<file path="config.mk">
export PLATFORM = sky130hd
export DESIGN_NAME = alu_operand_loader_flat
export DESIGN_NICKNAME = d
export VERILOG_FILES = /design/src/rtl/alu_operand_loader_if.sv /design/src/rtl/alu_operand_loader.sv /design/src/flat_wrapper.sv
export SDC_FILE = /design/constraint.sdc
export NUM_CORES = 1
export LEC_CHECK = 0
export CAP_MARGIN = 10
export CORE_MARGIN = 2
export CORE_UTILIZATION = 30
export CTS_CLUSTER_DIAMETER = 40
export DETAILED_ROUTE_END_ITERATION = 8
export PLACE_DENSITY = 0.55
export SYNTH_ARGS = -nofsm -noshare
export SYNTH_HDL_FRONTEND = slang
export SYNTH_SLANG_ARGS = --single-unit
export TNS_END_PERCENT = 10
</file>
<file path="constraint.sdc">
create_clock -name clk -period 1.3 [get_ports clk]
set_input_delay 0.26 -clock clk [delete_from_list [all_inputs] [get_ports clk]]
set_output_delay 0.26 -clock clk [all_outputs]
set_load 0.1 [all_outputs]
</file>
<file path="src/rtl/alu_operand_loader_if.sv">
// rtl/alu_operand_loader_if.sv - ALU-side bus of alu_operand_loader: operands, opcode, result, stage.
interface alu_operand_loader_if;
  logic [3:0] A;
  logic [3:0] B;
  logic [1:0] Op;
  logic [3:0] alu_r;
  logic [3:0] result;
  logic       result_valid;
  logic [1:0] stage;

  modport master (
    output A, B, Op, result, result_valid, stage,
    input  alu_r
  );

  modport slave (
    input  A, B, Op, result, result_valid, stage,
    output alu_r
  );
endinterface

</file>
<file path="src/rtl/alu_operand_loader.sv">
// rtl/alu_operand_loader.sv - switch/Enter operand sequencer for the 4-bit board ALU.
// Optional button debounce is built when DEBOUNCE_EN is defined.
module alu_operand_loader #(
  parameter int DB_CYCLES = 250000,
  parameter int SYNC_FF   = 2
) (
  input  logic                        clk,
  input  logic                        rst_n,
  input  logic [3:0]                  sw_i,
  input  logic                        btn_enter_i,
  input  logic                        btn_clear_i,
  alu_operand_loader_if.master        bus
);

  if (SYNC_FF < 2 || DB_CYCLES < 2) begin : g_param_check
    $error("alu_operand_loader: SYNC_FF and DB_CYCLES must be at least 2");
  end

  typedef enum logic [1:0] {
    LOAD_A  = 2'b00,
    LOAD_B  = 2'b01,
    LOAD_OP = 2'b10,
    SHOW    = 2'b11
  } stage_e;

  logic [3:0]         sw_sync_q [SYNC_FF];
  logic [SYNC_FF-1:0] ent_sync_q;
  logic [SYNC_FF-1:0] clr_sync_q;

  always_ff @(posedge clk or negedge rst_n) begin
    if (!rst_n) begin
      for (int i = 0; i < SYNC_FF; i++) sw_sync_q[i] <= '0;
      ent_sync_q <= '0;
      clr_sync_q <= '0;
    end else begin
      sw_sync_q[0] <= sw_i;
      for (int i = 1; i < SYNC_FF; i++) sw_sync_q[i] <= sw_sync_q[i-1];
      ent_sync_q <= {ent_sync_q[SYNC_FF-2:0], btn_enter_i};
      clr_sync_q <= {clr_sync_q[SYNC_FF-2:0], btn_clear_i};
    end
  end

  logic [3:0] sw_s;
  logic       ent_s;
  logic       clr_s;
  logic       ent_lvl;
  logic       clr_lvl;

  assign sw_s  = sw_sync_q[SYNC_FF-1];
  assign ent_s = ent_sync_q[SYNC_FF-1];
  assign clr_s = clr_sync_q[SYNC_FF-1];

`ifdef DEBOUNCE_EN
  localparam int CNT_W = $clog2(DB_CYCLES + 1);
  localparam logic [CNT_W-1:0] CNT_LAST = CNT_W'(DB_CYCLES - 1);

  logic [CNT_W-1:0] ent_cnt_q;
  logic [CNT_W-1:0] clr_cnt_q;
  logic             ent_db_q;
  logic             clr_db_q;

  // Counter measures how long the synchronised level has disagreed with the debounced one.
  always_ff @(posedge clk or negedge rst_n) begin
    if (!rst_n) begin
      ent_cnt_q <= '0;
      clr_cnt_q <= '0;
      ent_db_q  <= 1'b0;
      clr_db_q  <= 1'b0;
    end else begin
      if (ent_s == ent_db_q) begin
        ent_cnt_q <= '0;
      end else if (ent_cnt_q == CNT_LAST) begin
        ent_db_q  <= ent_s;
        ent_cnt_q <= '0;
      end else begin
        ent_cnt_q <= ent_cnt_q + 1'b1;
      end
      if (clr_s == clr_db_q) begin
        clr_cnt_q <= '0;
      end else if (clr_cnt_q == CNT_LAST) begin
        clr_db_q  <= clr_s;
        clr_cnt_q <= '0;
      end else begin
        clr_cnt_q <= clr_cnt_q + 1'b1;
      end
    end
  end

  assign ent_lvl = ent_db_q;
  assign clr_lvl = clr_db_q;
`else
  assign ent_lvl = ent_s;
  assign clr_lvl = clr_s;
`endif

  logic ent_prev_q;
  logic clr_prev_q;
  logic enter_p;
  logic clear_p;

  always_ff @(posedge clk or negedge rst_n) begin
    if (!rst_n) begin
      ent_prev_q <= 1'b0;
      clr_prev_q <= 1'b0;
    end else begin
      ent_prev_q <= ent_lvl;
      clr_prev_q <= clr_lvl;
    end
  end

  assign enter_p = ent_lvl & ~ent_prev_q;
  assign clear_p = clr_lvl & ~clr_prev_q;

  stage_e     stage_q;
  logic [3:0] a_q;
  logic [3:0] b_q;
  logic [1:0] op_q;
  logic [3:0] result_q;
  logic       valid_q;

  always_ff @(posedge clk or negedge rst_n) begin
    if (!rst_n) begin
      stage_q  <= LOAD_A;
      a_q      <= '0;
      b_q      <= '0;
      op_q     <= '0;
      result_q <= '0;
      valid_q  <= 1'b0;
    end else if (clear_p) begin
      stage_q  <= LOAD_A;
      a_q      <= '0;
      b_q      <= '0;
      op_q     <= '0;
      result_q <= '0;
      valid_q  <= 1'b0;
    end else if (enter_p) begin
      case (stage_q)
        LOAD_A:  begin a_q  <= sw_s;      stage_q <= LOAD_B;  end
        LOAD_B:  begin b_q  <= sw_s;      stage_q <= LOAD_OP; end
        LOAD_OP: begin op_q <= sw_s[1:0]; stage_q <= SHOW;    end
        default: begin valid_q <= 1'b0;   stage_q <= LOAD_A;  end
      endcase
    end else if (stage_q == SHOW) begin
      // alu_r already reflects the captured Op on the first SHOW edge.
      result_q <= bus.alu_r;
      valid_q  <= 1'b1;
    end
  end

  assign bus.A            = a_q;
  assign bus.B            = b_q;
  assign bus.Op           = op_q;
  assign bus.result       = result_q;
  assign bus.result_valid = valid_q;
  assign bus.stage        = stage_q;

endmodule
</file>
<file path="src/flat_wrapper.sv">
// flat-port wrapper written by rule: the top's interface ports become plain ports
module alu_operand_loader_flat 
#(
  parameter int DB_CYCLES = 250000,
  parameter int SYNC_FF   = 2
)
  (clk, rst_n, sw_i, btn_enter_i, btn_clear_i, bus_A, bus_B, bus_Op, bus_result, bus_result_valid, bus_stage, bus_alu_r);
  alu_operand_loader_if bus_i ();
  input  logic clk;
  input  logic rst_n;
  input  logic [3:0] sw_i;
  input  logic btn_enter_i;
  input  logic btn_clear_i;
  output wire logic [$bits(bus_i.A)-1:0] bus_A;
  output wire logic [$bits(bus_i.B)-1:0] bus_B;
  output wire logic [$bits(bus_i.Op)-1:0] bus_Op;
  output wire logic [$bits(bus_i.result)-1:0] bus_result;
  output wire logic [$bits(bus_i.result_valid)-1:0] bus_result_valid;
  output wire logic [$bits(bus_i.stage)-1:0] bus_stage;
  input wire logic [$bits(bus_i.alu_r)-1:0] bus_alu_r;
  assign bus_A = bus_i.A;
  assign bus_B = bus_i.B;
  assign bus_Op = bus_i.Op;
  assign bus_result = bus_i.result;
  assign bus_result_valid = bus_i.result_valid;
  assign bus_stage = bus_i.stage;
  assign bus_i.alu_r = bus_alu_r;
  alu_operand_loader #(.DB_CYCLES(DB_CYCLES), .SYNC_FF(SYNC_FF)) u_core (.clk(clk), .rst_n(rst_n), .sw_i(sw_i), .btn_enter_i(btn_enter_i), .btn_clear_i(btn_clear_i), .bus(bus_i));
endmodule
</file>
==> results.cfg <==
[finish]
diodes = 0
fillerInstances = 331
layoutNonFillerInstCount = 177
regArea_um2 = 783
drive_gt1_share_pct = 27.9
syn_to_final_growth_pct = 58.5
mostFrequentLayoutCell = dfrtp_1
design_area_mm2 = 0.00177
multi_input_area_um2 = 333
final_cell_mix = dfrtp_1 (29), buf_12 (18), nand3_1 (14), clkdlybuf4s50_1 (11), o21ai_0 (10)
final_nets = 144

[clocking]
clk_latency_ns = 0.28
cts_buffers = 5
cts_num_sinks = 31
root_buffer = clkbuf_8
htreeDepth = 2
hold_buffers = 0
cts_buffer_depth = 2
clk_pin_slew_ns = 0.06
cts_tree = done

[synthesis]
netlist_top_cells_area = dfrtp_1 (69%), o21ai_0 (6.7%), nand3_1 (6.3%)
synth_cell_type_count = 15
syn_nets = 107
synth_cells = 91
synth_top_flop_cell = dfrtp_1
synth_top_area_share_pct = 69.4
synth.avg_cell_area_um2 = 12.3
synthesis.area_mm2 = 0.00112
synth_edf_count = 0
ys_seq_area_share_pct = 69.4
synth_top_area_cell = dfrtp_1
ys_warn_count = 0
yosys_register_bits = 31
synthArstFlopShare_pct = 100

[status]
violations = setup timing
outcome = complete, but fails checks

[grt]
grt_use_total_pct = 12.0
grt_overflow = 0
grt_pass1_wl_um = 3790
antenna_found_initial = 0
grt_start_max_net_pins = 32
grt_pass1_vias = 814

[drt]
dr_wl_met3_um = 129
dr.pass1.iters = 4
vias = 809
postRouteAntennaNets = 0
viasPerCell = 4.57
drt_iter0_markers = 31
wl_met1_um = 899
route.met2.wl_um = 1050
drc = 0
routedWlPerCell_um = 12.0
top_layer_used = met4
wirelength_um = 2120

[timing]
fin_crit_sh_pct = 105
setup_slack_ns = -0.0606
setup_violations = 2
finalClockSkew_ns = 0.00738
setup_tns_ns = -0.100
maxSlewHeadroom_pct = 66.3
rsz0062_at_grt = yes
tightest_slew_ns = 0.505
period_needed_ns = 1.36
timing.hold.ws_ns = 0.344
finalHoldViolations = 0
max_freq_mhz = 735
final_max_slew_viol_count = 0

[setup_path]
cpPeakStageDelay_ns = 0.50
worstSetupPathType = reg2out
worstSetupEndpointType = primary output
start_kind = flop
path_delay_family = flip-flops
crit_path_max_fanout = 4
crit_chain = buf_4 > buf_12
critPathArrivalTime_ns = 1.10
cp_data_required_time_ns = 1.04
critPathBufInv = 2
cpMaxStageDelayCell = dfrtp_4

[floorplan]
die_w_um = 65.0
start_util_pct = 30.8
die_y_um = 65.0
rows = 22
die_area_mm2 = 0.00423
ios = 29
core_mm2 = 0.00363

[place]
dp_hpwl_um = 1540
place_congestion = 0.766
dpl-instance-area_mm2 = 0.00165
numPortBuffers = 28
pre_cts_ws_ns = -0.0469
dpl.cell_count = 167

[power_and_ir_drop]
powerDensity_mw_per_mm2 = 1550
peakVddDrop_mv = 0.854
p_leak_uw = 0.000755

[flow_run]
max-cap-violations = 0

[hold_path]
hold_class = reg2reg
[state kept, by name, indices dropped and copies added (netlist names)]
signal	flops
u_core.sw_s	4
u_core.bus.A	4
u_core.ent_sync_q	2
u_core.clr_prev_q	1
u_core.ent_prev_q	1
u_core.bus.Op	2
u_core.bus.result_valid	1
u_core.bus.stage	2
u_core.sw_sync_q	4
u_core.bus.B	4
u_core.bus.result	4
u_core.clr_sync_q	2
[worst register-to-register path: stages (launching register included)]
cell      delay, ns
dfrtp_4        0.50
inv_4          0.08
ha_4           0.12
nand3b_1       0.23
nand3_1        0.17
o21ai_1        0.07
[area by class of cell]
| class | instances | area share [%] |
|---|---|---|
| timing repair buffer | 32 | 28.1 |
| multi-input combinational | 55 | 18.8 |
| tap | 48 | 3.39 |
| clock buffer | 7 | 4.31 |
| sequential | 31 | 44.2 |
| clock inverter | 1 | 0.283 |
| inverter | 3 | 0.919 |
[path summary, 6_finish.rpt]
kind                                                 start                               to  slack [ns]  cells past startpoint
setup / recovery           u_core.bus.stage[0]$_DFFE_PN0P_                     bus_stage[0]       -0.06                      2
hold / removal               u_core.sw_sync_q[6]$_DFF_PN0_         u_core.sw_s[2]$_DFF_PN0_        0.34                      0
setup reg to reg           u_core.bus.stage[0]$_DFFE_PN0P_      u_core.bus.A[1]$_DFFE_PN0P_        0.01                      5
hold reg to reg              u_core.sw_sync_q[6]$_DFF_PN0_         u_core.sw_s[2]$_DFF_PN0_        0.34                      0
max in group asynchronous                            rst_n  u_core.bus.stage[1]$_DFFE_PN0P_        0.77                      2
min in group asynchronous                            rst_n      u_core.bus.A[0]$_DFFE_PN0P_        0.35                      2
[per-stage QoR]
stage	power, uW	utilization (%)
3_3_place_gp	2010	45.4
3_5_place_dp	2020	45.4
6_report	2740	48.7
4_1_cts	2750	48.0
5_1_grt	2870	48.7
2_1_floorplan	1640	-
[kinds of logic (layout without fill, tap and decap cells)]
kind of cell / after synthesis / in the layout / synth area share (%)
AOI/OAI and AO/OA: 21 / 21 / 9.41
adders and majority gates: 4 / 4 / 4.48
buffers and inverters: 5 / 43 / 2.35
DFF: 31 / 31 / 69.4
muxes: 1 / 1 / 0.896
and+or+nand+nor: 29 / 29 / 13.4
[routing by layer]
metal  up-vias  GRT usage (%)
met3         6           5.03
met5         -              0
met1       393           13.8
met2        26           19.6
li1        384              -
met4         0           5.47
[cell usage after synthesis (all sizes together), types with 2 or more instances]
library cell,n
inv,3
dfrtp,31
a21oi,6
nand3,14
nand2,7
ha,4
nand2b,2
nand3b,3
o21ai,15
[report_power, final]
part	leakage, uW	switching [uW]	internal, uW
sequential	0.000391	79.5	1050
clock	0.0000422	320	374
combinational	0.000321	574	339
[timing repair]
action / CTS / global route
setup endpoints to repair: 5 / 15
gates resized for setup: 4 / 9
buffers inserted: 1 / 1
pin swaps: 4 / 8
(Power assumes the default switching activity.)
